--- src/rtl/mem_port_arbiter.sv ---
// Data-port arbiter for the shared I/D memory: single-beat core accesses and
// locked incrementing host bursts, with registered read-data return.
module mem_port_arbiter #(
    parameter int BURST_MAX = 16,
    parameter int FAIR      = 1
) (
    input  logic                         clk,
    input  logic                         rst_n,
    input  logic                         c_req,
    input  logic                         c_we,
    input  logic [3:0]                   c_wmask,
    input  logic [31:0]                  c_addr,
    input  logic [31:0]                  c_wdata,
    output logic                         c_gnt,
    output logic                         c_rvalid,
    output logic [31:0]                  c_rdata,
    input  logic                         h_req,
    input  logic                         h_we,
    input  logic [3:0]                   h_wmask,
    input  logic [31:0]                  h_addr,
    input  logic [$clog2(BURST_MAX):0]   h_len,
    input  logic [31:0]                  h_wdata,
    output logic                         h_gnt,
    output logic                         h_rvalid,
    output logic [31:0]                  h_rdata,
    output logic                         h_done,
    output logic                         m_we,
    output logic [3:0]                   m_wmask,
    output logic [31:0]                  m_addr,
    output logic [31:0]                  m_wdata,
    input  logic [31:0]                  m_rdata
);
    localparam int LW = $clog2(BURST_MAX) + 1;

    typedef enum logic {IDLE, HBURST} state_t;

    state_t        state_q, state_d;
    logic          last_host_q, last_host_d;
    logic [LW-1:0] beats_left_q, beats_left_d;
    logic [31:0]   burst_addr_q, burst_addr_d;
    logic          burst_we_q, burst_we_d;
    logic [3:0]    burst_wmask_q, burst_wmask_d;
    logic          c_rvalid_q, c_rvalid_d;
    logic          h_rvalid_q, h_rvalid_d;
    logic [31:0]   c_rdata_q, c_rdata_d;
    logic [31:0]   h_rdata_q, h_rdata_d;

    logic          sel_c, sel_h;
    logic [LW-1:0] eff_len;
    logic          unused_addr_bits;

    assign unused_addr_bits = ^{c_addr[1:0], h_addr[1:0]};

    // Zero-length bursts count as one beat; oversized ones are clamped.
    always_comb begin
        if (h_len == '0)
            eff_len = LW'(1);
        else if (h_len > LW'(BURST_MAX))
            eff_len = LW'(BURST_MAX);
        else
            eff_len = h_len;
    end

    // Grants are gated by rst_n so every output is quiet while reset is held.
    always_comb begin
        sel_c = 1'b0;
        sel_h = 1'b0;
        if (rst_n && state_q == IDLE) begin
            if (c_req && h_req) begin
                if (FAIR != 0 && !last_host_q)
                    sel_h = 1'b1;
                else
                    sel_c = 1'b1;
            end else begin
                sel_c = c_req;
                sel_h = h_req;
            end
        end
    end

    always_ff @(posedge clk or negedge rst_n) begin
        if (!rst_n) begin
            state_q       <= IDLE;
            last_host_q   <= 1'b1;
            beats_left_q  <= '0;
            burst_addr_q  <= '0;
            burst_we_q    <= 1'b0;
            burst_wmask_q <= '0;
            c_rvalid_q    <= 1'b0;
            h_rvalid_q    <= 1'b0;
            c_rdata_q     <= '0;
            h_rdata_q     <= '0;
        end else begin
            state_q       <= state_d;
            last_host_q   <= last_host_d;
            beats_left_q  <= beats_left_d;
            burst_addr_q  <= burst_addr_d;
            burst_we_q    <= burst_we_d;
            burst_wmask_q <= burst_wmask_d;
            c_rvalid_q    <= c_rvalid_d;
            h_rvalid_q    <= h_rvalid_d;
            c_rdata_q     <= c_rdata_d;
            h_rdata_q     <= h_rdata_d;
        end
    end

    always_comb begin
        state_d       = state_q;
        last_host_d   = last_host_q;
        beats_left_d  = beats_left_q;
        burst_addr_d  = burst_addr_q;
        burst_we_d    = burst_we_q;
        burst_wmask_d = burst_wmask_q;
        case (state_q)
            IDLE: begin
                if (sel_c) begin
                    last_host_d = 1'b0;
                end else if (sel_h) begin
                    last_host_d = 1'b1;
                    if (eff_len > LW'(1)) begin
                        state_d       = HBURST;
                        beats_left_d  = eff_len - LW'(1);
                        burst_addr_d  = {h_addr[31:2], 2'b00} + 32'd4;
                        burst_we_d    = h_we;
                        burst_wmask_d = h_wmask;
                    end
                end
            end
            HBURST: begin
                beats_left_d = beats_left_q - LW'(1);
                burst_addr_d = burst_addr_q + 32'd4;
                if (beats_left_q == LW'(1))
                    state_d = IDLE;
            end
            default: state_d = IDLE;
        endcase
        c_rvalid_d = c_gnt && !m_we;
        h_rvalid_d = h_gnt && !m_we;
        c_rdata_d  = c_rvalid_d ? m_rdata : c_rdata_q;
        h_rdata_d  = h_rvalid_d ? m_rdata : h_rdata_q;
    end

    always_comb begin
        c_gnt   = 1'b0;
        h_gnt   = 1'b0;
        h_done  = 1'b0;
        m_we    = 1'b0;
        m_wmask = '0;
        m_addr  = '0;
        m_wdata = '0;
        if (sel_c) begin
            c_gnt   = 1'b1;
            m_we    = c_we;
            m_wmask = c_wmask;
            m_addr  = {c_addr[31:2], 2'b00};
            m_wdata = c_wdata;
        end else if (sel_h) begin
            h_gnt   = 1'b1;
            h_done  = (eff_len == LW'(1));
            m_we    = h_we;
            m_wmask = h_wmask;
            m_addr  = {h_addr[31:2], 2'b00};
            m_wdata = h_wdata;
        end else if (state_q == HBURST) begin
            h_gnt   = 1'b1;
            h_done  = (beats_left_q == LW'(1));
            m_we    = burst_we_q;
            m_wmask = burst_wmask_q;
            m_addr  = burst_addr_q;
            m_wdata = h_wdata;
        end
    end

    assign c_rvalid = c_rvalid_q;
    assign h_rvalid = h_rvalid_q;
    assign c_rdata  = c_rdata_q;
    assign h_rdata  = h_rdata_q;

endmodule

--- config.mk ---
export PLATFORM = sky130hd
export DESIGN_NAME = mem_port_arbiter
export DESIGN_NICKNAME = d
export VERILOG_FILES = /design/src/rtl/mem_port_arbiter.sv
export SDC_FILE = /design/constraint.sdc
export NUM_CORES = 1
export LEC_CHECK = 0
export CAP_MARGIN = 5
export CORE_MARGIN = 2
export CORE_UTILIZATION = 45
export DETAILED_ROUTE_END_ITERATION = 16
export GPL_ROUTABILITY_DRIVEN = 0
export GPL_TIMING_DRIVEN = 0
export PLACE_DENSITY = 0.87
export SYNTH_ARGS = -nofsm -noshare
export SYNTH_HDL_FRONTEND = slang
export SYNTH_SLANG_ARGS = --single-unit
--- constraint.sdc ---
create_clock -name clk -period 9.01 [get_ports clk]
set_input_delay 1.802 -clock clk [delete_from_list [all_inputs] [get_ports clk]]
set_output_delay 1.802 -clock clk [all_outputs]
set_load 0.03 [all_outputs]
==> impl_metrics.ini <==
[worst_hold_path]
hp-class = flip-flop to flip-flop

[drt]
drt_iter0_drc = 704
dr.pass1.iters = 6
num_vias = 6831
routed_wl_um = 24100
vias_per_cell = 5.84
drc = 0
ant_nets = 0
post_drt_wl_per_cell_um = 20.6

[worst_setup_path]
cp_max_fo = 39
cp-start-kind = input port
crit_family = buffers and inverters
path_buf_inv = 5
crit_path_max_incr_delay_ns = 0.72
slowest_stage = clkdlybuf4s50_1
crit_end = m_wdata[12]
cp_data_arrival_time_ns = 4.94
r2r_start = state_q$_DFF_PN0_
required_ns = 7.21
cp_num_cells = 8
crit_chain = buf_4 -> nand2b_1 -> buf_2 -> nor2_1 -> clkbuf_1 -> buf_1 -> a22o_1 -> clkdlybuf4s50_1
reg2reg_to = burst_addr_q[22]$_DFFE_PN0P_
setup.worst_path.end_class = output port
rrSetupSlack_ns = 4.34
worstRegToRegCells = 16
crit_path_start = rst_n
path_class = input port to output port

[clock_tree]
ctsHoldBuffers = 0
clk_pin_slew_ns = 0.07
cts_buffer_depth = 2
post_cts_buffers = 0
clk_latency_ns = 0.36
cts_root_buffer = clkbuf_16
cts_max_level = 3
cts_made_buffers = 9
numClockSinks = 108
cts_tree = built
cts_resized = 0

[floorplan]
start_util_pct = 45.9
core_um2 = 14500
die-width_um = 126
ioPinCount = 317
fp.dieH_um = 126
die_area_um2 = 15800
rows = 44

[placed_design]
post-place-ws_ns = 2.33
dp_hpwl_um = 18300
io_buffers = 310

[timing]
fmaxAchievable_mhz = 148
period_share_pct = 74.9
worst_pin_slew_ns = 0.750
whs_ns = 0.486
rsz0062_at_grt = false
skew_ns = 0.00729
min_period_ns = 6.75
setup_slack_ns = 2.26
setup_viol = 0
slew_viol_final = 0
relSlewSlack_pct = 49.8
hold_violations = 0

[final_layout]
layout_commonest_cell = clkdlybuf4s50_1
n_antenna_cell = 0
area_growth_pct = 54.8
final_cell_mix = 309 x clkdlybuf4s50_1, 107 x dfrtp_1, 66 x mux2_2
final_layout_size_suffix_gt1_share_pct = 12.8
final_nets = 1165

[run_status]
status = completed

[global_route]
grt-ovfl-total = 0
grt_pass1_vias = 6879
gr-usage-all-layers_pct = 30.1
antenna_found_initial = 1
grt_pass1_wl_um = 37300
grt_max_degree = 72

[pwr]
p_leak_uw = 0.00435
peakVddDrop_mv = 0.284
p_per_area_nw_per_um2 = 344

[synthesis]
synth.area.top_cells = dfrtp_1 40%, mux2_2 11%, a22o_1 4.5%
synthArstFlopShare_pct = 100
netlist_instances = 658
yosys.area_share.simple_pct = 13.8
syn_area_per_cell_um2 = 10.1
ys.flop_type = dfrtp_1
yosysTopAreaCellShare_pct = 40.3
synth_edf_count = 0
synth_compound_area_share_pct = 19.5
synth_adder_area_share_pct = 0.941
muxShareOfSynthArea_pct = 12.7
yosys.area.top_type = dfrtp_1
yosys.area_share.xor_xnor_pct = 6.45
synth_top_family_by_area = compound AO/OA/AOI/OAI gates
synthesis.area_um2 = 6650
seq_area_frac_synth_pct = 40.7
ys_warn_count = 0
ys_seq_elements = 108
synth_cell_types = 65

[job]
maxCapViolations = 0
[power breakdown]
part           total [µW]  switching [µW]  leakage [µW]  internal (µW)
clock                 383             186      0.000129            197
sequential            901             180       0.00130            721
combinational        2260            1270       0.00293            991
[worst min-delay path: stages, from the launching register on]
cell and delay (ns):
dfrtp_1 0.35, nand2_1 0.05, nand2_1 0.06
[worst min path at each step]
stage,from,endpoint,slack (ns),cells after the start
after global routing,c_rdata[30]$_DFFE_PN0P_,c_rdata[30]$_DFFE_PN0P_,0.51,1
final,burst_wmask_q[2]$_DFFE_PN0P_,burst_wmask_q[2]$_DFFE_PN0P_,0.49,2
after detailed placement,burst_wmask_q[1]$_DFFE_PN0P_,burst_wmask_q[1]$_DFFE_PN0P_,0.47,2
after global placement,burst_wmask_q[2]$_DFFE_PN0P_,burst_wmask_q[2]$_DFFE_PN0P_,0.46,2
after floorplan,burst_wmask_q[0]$_DFFE_PN0P_,burst_wmask_q[0]$_DFFE_PN0P_,0.45,2
after CTS,burst_wmask_q[2]$_DFFE_PN0P_,burst_wmask_q[2]$_DFFE_PN0P_,0.48,2
[stage by stage]
step | utilization, % | power (µW) | std cells | instance area, µm² | setup TNS, ns
after global placement | 69.0 | 3100 | 1153 | 9990 | -73.44
after CTS | 71.1 | 3550 | 1170 | 10300 | 0
after floorplan | - | 2230 | 659 | 6650 | 0
after detailed placement | 69.1 | 3140 | 1154 | 10000 | 0
after global routing | 71.1 | 3720 | 1170 | 10300 | 0
final | 71.1 | 3540 | 1170 | 10300 | 0
[synthesized netlist by cell type, types with 3 or more instances]
| library cell | n |
|---|---|
| nand2b_1 | 5 |
| nand4_1 | 8 |
| nor3_2 | 3 |
| mux2i_1 | 10 |
| mux2_2 | 66 |
| a221oi_1 | 7 |
| nand3_1 | 10 |
| nor2_1 | 43 |
| nor3_1 | 7 |
| nand4b_1 | 4 |
| a211o_1 | 4 |
| or4_1 | 3 |
| or3_1 | 6 |
| inv_1 | 39 |
| buf_4 | 5 |
| nand3b_1 | 6 |
| buf_6 | 4 |
| ha_1 | 5 |
| a22oi_1 | 9 |
| nand2_1 | 55 |
| xnor2_1 | 22 |
| and3_1 | 6 |
| o31ai_1 | 3 |
| a21oi_2 | 3 |
| a21oi_1 | 12 |
| a22o_1 | 34 |
| clkbuf_1 | 22 |
| buf_1 | 4 |
| o21ai_1 | 4 |
| a211oi_1 | 3 |
| xor2_1 | 27 |
| a311o_1 | 6 |
| o21ai_0 | 34 |
| buf_2 | 10 |
| a222oi_1 | 27 |
| dfrtp_1 | 107 |
[logic make-up (layout without fill, tap and decap cells)]
family          count (synthesis)  in the layout
xor+xnor                       49             49
mux                            76             76
fa+ha+maj                       5              5
compound gates                163            163
simple gates                  170            170
other cells                     1              2
buf+inv                        86            413
flops                         108            108
[registers in the layout, summed over array words and instances (netlist names)]
| signal | flops |
|---|---|
| burst_wmask_q | 4 |
| beats_left_q | 5 |
| last_host_q | 1 |
| h_rdata | 32 |
| burst_addr_q | 30 |
| c_rdata | 32 |
| state_q | 1 |
| c_rvalid | 1 |
| burst_we_q | 1 |
| h_rvalid | 1 |
[per-layer routing]
metal  share of wire, %  GRT usage (%)  wire [µm]  vias to the layer above
met2                 48           50.0      11500                      392
met4                3.0           9.80        731                        2
met3                 12           12.2       3000                       51
met5              0.054              0         13                        -
met1                 37           35.7       8920                     3319
li1                   -              -          -                     3067
[layout make-up]
cell class | count | area [µm²]
inverters | 40 | 150
well taps | 184 | 230
clock inverters | 4 | 32.5
flip-flops and latches | 108 | 2700
multi-input cells | 465 | 3560
clock buffers | 12 | 246
plain buffers | 46 | 238
fillers | 1042 | 4190
repair buffers | 311 | 3130
(Power assumes the default switching activity.)
